$ cat src/rtl/alu_pkg.sv
// alu_pkg: definitions shared between the processor's ALU and any block
// that borrows it.
//   - 4-bit ALU control codes.
//   - State encoding for the iterative multiply sequencer.
package alu_pkg;

  localparam logic [3:0] ALU_AND   = 4'b0000;
  localparam logic [3:0] ALU_OR    = 4'b0001;
  localparam logic [3:0] ALU_ADD   = 4'b0010;
  localparam logic [3:0] ALU_SUB   = 4'b0110;
  localparam logic [3:0] ALU_PASSB = 4'b0111;
  localparam logic [3:0] ALU_NOR   = 4'b1100;

  typedef enum logic [1:0] {
    IDLE = 2'd0,
    RUN  = 2'd1,
    DONE = 2'd2
  } mulseq_state_t;

endpackage

$ cat src/rtl/alu_mul_seq.sv
// alu_mul_seq: iterative 64x64 -> 64 (low half) unsigned multiplier that
// runs its shift-add steps on the shared external ALU, one step per cycle.
//
// Ports
//   clk, reset_n         clock (rising edge), async active-low reset
//   start, op_a, op_b    request; operands sampled when accepted in IDLE/DONE
//   busy                 high while stepping (RUN)
//   done                 one-cycle pulse when product becomes valid
//   product, zero        registered low 64-bit product and its zero flag
//   alu_req              takes the shared ALU (operand mux select), == busy
//   alu_a, alu_b,        ALU drive; combinational from state, q[0], acc, m
//   alu_ctrl
//   alu_result           combinational ALU result fed back into acc
module alu_mul_seq
  import alu_pkg::*;
#(
  parameter int XLEN = 64
) (
  input  logic            clk,
  input  logic            reset_n,
  input  logic            start,
  input  logic [XLEN-1:0] op_a,
  input  logic [XLEN-1:0] op_b,
  output logic            busy,
  output logic            done,
  output logic [XLEN-1:0] product,
  output logic            zero,
  output logic            alu_req,
  output logic [XLEN-1:0] alu_a,
  output logic [XLEN-1:0] alu_b,
  output logic [3:0]      alu_ctrl,
  input  logic [XLEN-1:0] alu_result
);

  localparam int CNT_W = $clog2(XLEN);
  localparam logic [CNT_W-1:0] CNT_LAST = CNT_W'(XLEN - 1);

  mulseq_state_t    state_r, state_d;
  logic [XLEN-1:0]  m_r;
  logic [XLEN-1:0]  q_r;
  logic [XLEN-1:0]  acc_r;
  logic [CNT_W-1:0] cnt_r;
  logic [XLEN-1:0]  product_r;
  logic             zero_r;

  logic accept;
  logic last_step;

  // A new request is only taken when not stepping.
  assign accept = start && (state_r != RUN);

  // Stop once no multiplier bits remain above the one consumed this cycle;
  // the counter bound is a backstop for op_b with bit 63 set.
  assign last_step = (q_r[XLEN-1:1] == '0) || (cnt_r == CNT_LAST);

  assign busy    = (state_r == RUN);
  assign alu_req = busy;
  assign done    = (state_r == DONE);
  assign product = product_r;
  assign zero    = zero_r;

  // ALU drive: add m into acc when the current multiplier bit is set,
  // otherwise pass acc through unchanged so the feedback path is uniform.
  always_comb begin
    alu_ctrl = ALU_PASSB;
    alu_a    = '0;
    alu_b    = '0;
    if (state_r == RUN) begin
      if (q_r[0]) begin
        alu_ctrl = ALU_ADD;
        alu_a    = acc_r;
        alu_b    = m_r;
      end else begin
        alu_ctrl = ALU_PASSB;
        alu_a    = '0;
        alu_b    = acc_r;
      end
    end
  end

  always_comb begin
    state_d = state_r;
    case (state_r)
      IDLE:    if (start) state_d = RUN;
      RUN:     if (last_step) state_d = DONE;
      DONE:    state_d = start ? RUN : IDLE;
      default: state_d = IDLE;
    endcase
  end

  always_ff @(posedge clk or negedge reset_n) begin
    if (!reset_n) begin
      state_r <= IDLE;
    end else begin
      state_r <= state_d;
    end
  end

  // Datapath; product/zero only change on the final step, so the previous
  // result stays visible through a later accept and the following RUN.
  always_ff @(posedge clk or negedge reset_n) begin
    if (!reset_n) begin
      m_r       <= '0;
      q_r       <= '0;
      acc_r     <= '0;
      cnt_r     <= '0;
      product_r <= '0;
      zero_r    <= 1'b1;
    end else if (accept) begin
      m_r   <= op_a;
      q_r   <= op_b;
      acc_r <= '0;
      cnt_r <= '0;
    end else if (state_r == RUN) begin
      acc_r <= alu_result;
      m_r   <= m_r << 1;
      q_r   <= q_r >> 1;
      cnt_r <= cnt_r + CNT_W'(1);
      if (last_step) begin
        product_r <= alu_result;
        zero_r    <= (alu_result == '0);
      end
    end
  end

endmodule
$ cat config.mk
export PLATFORM = sky130hd
export DESIGN_NAME = alu_mul_seq
export DESIGN_NICKNAME = d
export VERILOG_FILES = /design/src/rtl/alu_pkg.sv /design/src/rtl/alu_mul_seq.sv
export SDC_FILE = /design/constraint.sdc
export NUM_CORES = 1
export LEC_CHECK = 0
export CELL_PAD_IN_SITES_DETAIL_PLACEMENT = 1
export CELL_PAD_IN_SITES_GLOBAL_PLACEMENT = 1
export CORE_MARGIN = 1
export CORE_UTILIZATION = 39
export DETAILED_ROUTE_END_ITERATION = 10
export HOLD_SLACK_MARGIN = 0.1
export PLACE_DENSITY_LB_ADDON = 0.1
export SLEW_MARGIN = 20
export SYNTH_ARGS = -nofsm -noshare
export SYNTH_HDL_FRONTEND = slang
export SYNTH_SLANG_ARGS = --single-unit
$ cat constraint.sdc
create_clock -name clk -period 7.36 [get_ports clk]
set_clock_uncertainty 0.15 [all_clocks]
set_input_delay 2.208 -clock clk [delete_from_list [all_inputs] [get_ports clk]]
set_output_delay 2.208 -clock clk [all_outputs]
set_load 0.02 [all_outputs]
==> impl_metrics.yaml <==
placement:
  numPortBuffers: 392
  placed_cell_area_sq_um: 17100
  place_congestion: 0.817
  dp_hpwl_um: 30000
  place_inst: 2023
  post-place-ws_ps: 2110
synthesis:
  synth_seq_cells: 265
  avgSynthCellArea_sq_um: 10.1
  synth_area_sq_um: 13000
  yosysWarnings: 0
  synth_cells: 1283
  seq_area_frac_synth_pct: 51.1
  syn_nets: 1479
  yosys.cell_types.count: 27
  yosysTopAreaCellShare_pct: 50.9
  synth.largest_area_cell: "dfrtp_1"
  synthTopCellsByArea: "dfrtp_1, mux2i_1, nor2_1"
floorplan:
  fp-row-count: 66
  die_area_sq_um: 34000
  boundaryPins: 395
  die_x_um: 184
  core_sq_um: 32600
  die_height_um: 184
  start_util_pct: 39.8
finish:
  final_cells: 2092
  seqCellArea_sq_um: 6640
  fillers: 3583
  multiInputGateArea_sq_um: 5810
  area_delta_synth_final_pct: 40.4
  layout.nets: 1813
  fin_area_sq_um: 18200
  drive_gt1_share_pct: 8.10
critical_path:
  regToRegStartpoint: "q_r[45]"
  reg2reg_to: "product[63]"
  rr_worst_depth: 7
  critPathKind: "register to output port"
  worst_setup_path_end_kind: "output port"
  crit_path_cell_trace: "nand2b_4 > inv_6 > buf_4 > and3_1 > clkdlybuf4s50_1"
  crit_cells: 5
  worst_ep_required_time_ps: 5000
  worstPathMaxFanout: 119
  cp_slowest_cell: "inv_6"
  start_kind: "register"
  crit_arrival_ps: 3450
  reg2reg_slack_ps: 3280
  cpLargestDelayFamily: "buffers and inverters"
  cpPeakStageDelay_ps: 780
  crit_buf_inv: 3
clocking:
  cts-htree-levels: 2
  cts_buffer_depth: 3
  tritoncts: "done"
  clk_latency_ps: 500
  path_clk_slew_ps: 60
  ctsResizeCount: 0
  root_buffer: "clkbuf_16"
  cts_sinks: 265
  cts_setup_buffers: 0
  holdBufCountCts: 0
  numCtsBuffers: 34
route:
  dr_wl_met2_um: 21400
  top_layer: "met5"
  wl_met3_um: 3140
  wl_met1_um: 18500
  drt_iter0_drc: 506
  drt_wl_total_um: 44000
  via_per_inst: 5.23
  drc: 0
  avgRoutedWirePerCell_um: 21.0
  vias: 10900
  dr.pass1.iters: 5
  ant_nets: 0
sta:
  post-route-min-period_ps: 5810
  timing.final.ws_setup_ps: 1550
  period_share_pct: 78.9
  rsz0062_at_grt: "no"
  setup-violations-final: 0
  setup_tns_ps: 0
  worst_slew_pin_slew_ps: 1070
  finalHoldViolations: 0
  relSlewSlack_pct: 28.6
  drv_slew: 0
  max_freq_mhz: 172
grt:
  grt_pass1_wl_um: 66900
  grt_pass1_vias: 11400
  grtUsageTotal_pct: 25.6
  grt_overflow: 0
  grt_max_degree: 188
  grt_antenna_before_repair: 7
power:
  p_leak_uw: 0.00816
  total_power_uw: 5940
  p_per_area_nw_per_um2: 326
  ir_worst_vdd_v: 0.000189
flow_run:
  maxCapViolations: 0
outcome:
  status: "completed"
hold_path:
  holdPathEnd: "product[7]"
  min_from: "product[7]"
  hold_class: "register to register"
  whs_path_depth: 1
==> how the worst max path moves through the flow <==
stage	from	end	slack, ps
after global placement	state_r[1]	alu_a[16]	2160
after floorplan	state_r[1]	alu_ctrl[2]	3010
after detailed placement	state_r[1]	alu_a[17]	2110
final	state_r[1]	alu_a[17]	1550
after CTS	state_r[1]	alu_a[17]	1550
after global routing	state_r[1]	alu_a[21]	1350
==> cell type report <==
type | instances | area share, %
Timing Repair Buffer | 404 | 22.3
Antenna cell | 8 | 0.110
Clock buffer | 57 | 5.88
Inverter | 2 | 0.0687
Tap cell | 442 | 3.04
Clock inverter | 4 | 0.247
Sequential cell | 265 | 36.4
Multi-Input combinational cell | 910 | 31.9
==> registers in the layout (all words and copies together), names as in the netlist <==
register	flops
state_r	2
zero	1
cnt_r	6
product	64
acc_r	64
q_r	64
m_r	64
==> layout by cell type, fill, tap and decap left out, types with 2 or more instances in the layout <==
cell type / count
a21oi_1: 126
nand2_1: 141
dfrtp_1: 263
conb_1: 2
buf_4: 9
nor3_1: 3
mux2_2: 26
clkbuf_16: 37
and3_1: 66
nand3_1: 3
diode_2: 8
clkdlybuf4s50_1: 390
clkbuf_8: 7
mux2_4: 39
nand4_1: 6
mux2i_1: 192
buf_12: 3
nor4_1: 32
clkbuf_1: 13
clkinv_2: 3
o21ai_0: 73
nor2_1: 195
==> report_power, final <==
part           total [uW]  internal (uW)  switching (uW)
Sequential           2160           1810             354
Clock                1660           1020             639
Combinational        2120           1030            1100
Total                5940           3860            2090
==> synth_stat cells <==
cell and count:
o21ai_0 73, xnor2_1 1, a21oi_1 126, nand3_1 3, buf_1 4, nand2_1 141
ha_1 1, mux2_2 26, nor3_1 3, buf_4 6, buf_12 5, inv_1 2
xor2_1 1, nor2b_1 1, and3_1 66, dfrtp_1 264, buf_2 19, clkbuf_1 72
nor2_1 195, a21oi_4 1, nand4_1 6, nand2b_1 1, dfstp_2 1, conb_1 2
nor4_1 32, mux2i_1 192, mux2_4 39
==> worst register-to-register path: stages, from the launching register on <==
cell and delay, ps:
dfrtp_1 400, nor4_1 690, nand4_1 210, nor3_1 240, nand2_1 200, a21oi_4 870, buf_4 790, mux2_2 410
==> cell families after synthesis <==
group | share of synthesized area [%]
xor+xnor | 0.135
mux | 21.6
fa+ha+maj | 0.0965
simple gates | 15.1
other cells | 0.0579
flops | 51.1
compound gates | 7.80
buf+inv | 4.11
==> metrics by stage <==
stage	hold WS, ps	util [%]
after floorplan	306	-
after global placement	333	52.3
after detailed placement	339	52.3
after CTS	358	55.8
after global routing	374	55.8
final	355	55.8
==> routing by layer <==
metal  track usage (%)  up-vias
met5                 0        -
met4              7.50        4
met3              6.84       59
met2              42.8      331
met1              32.1     5445
li1                  -     5102
(Power assumes the default switching activity.)
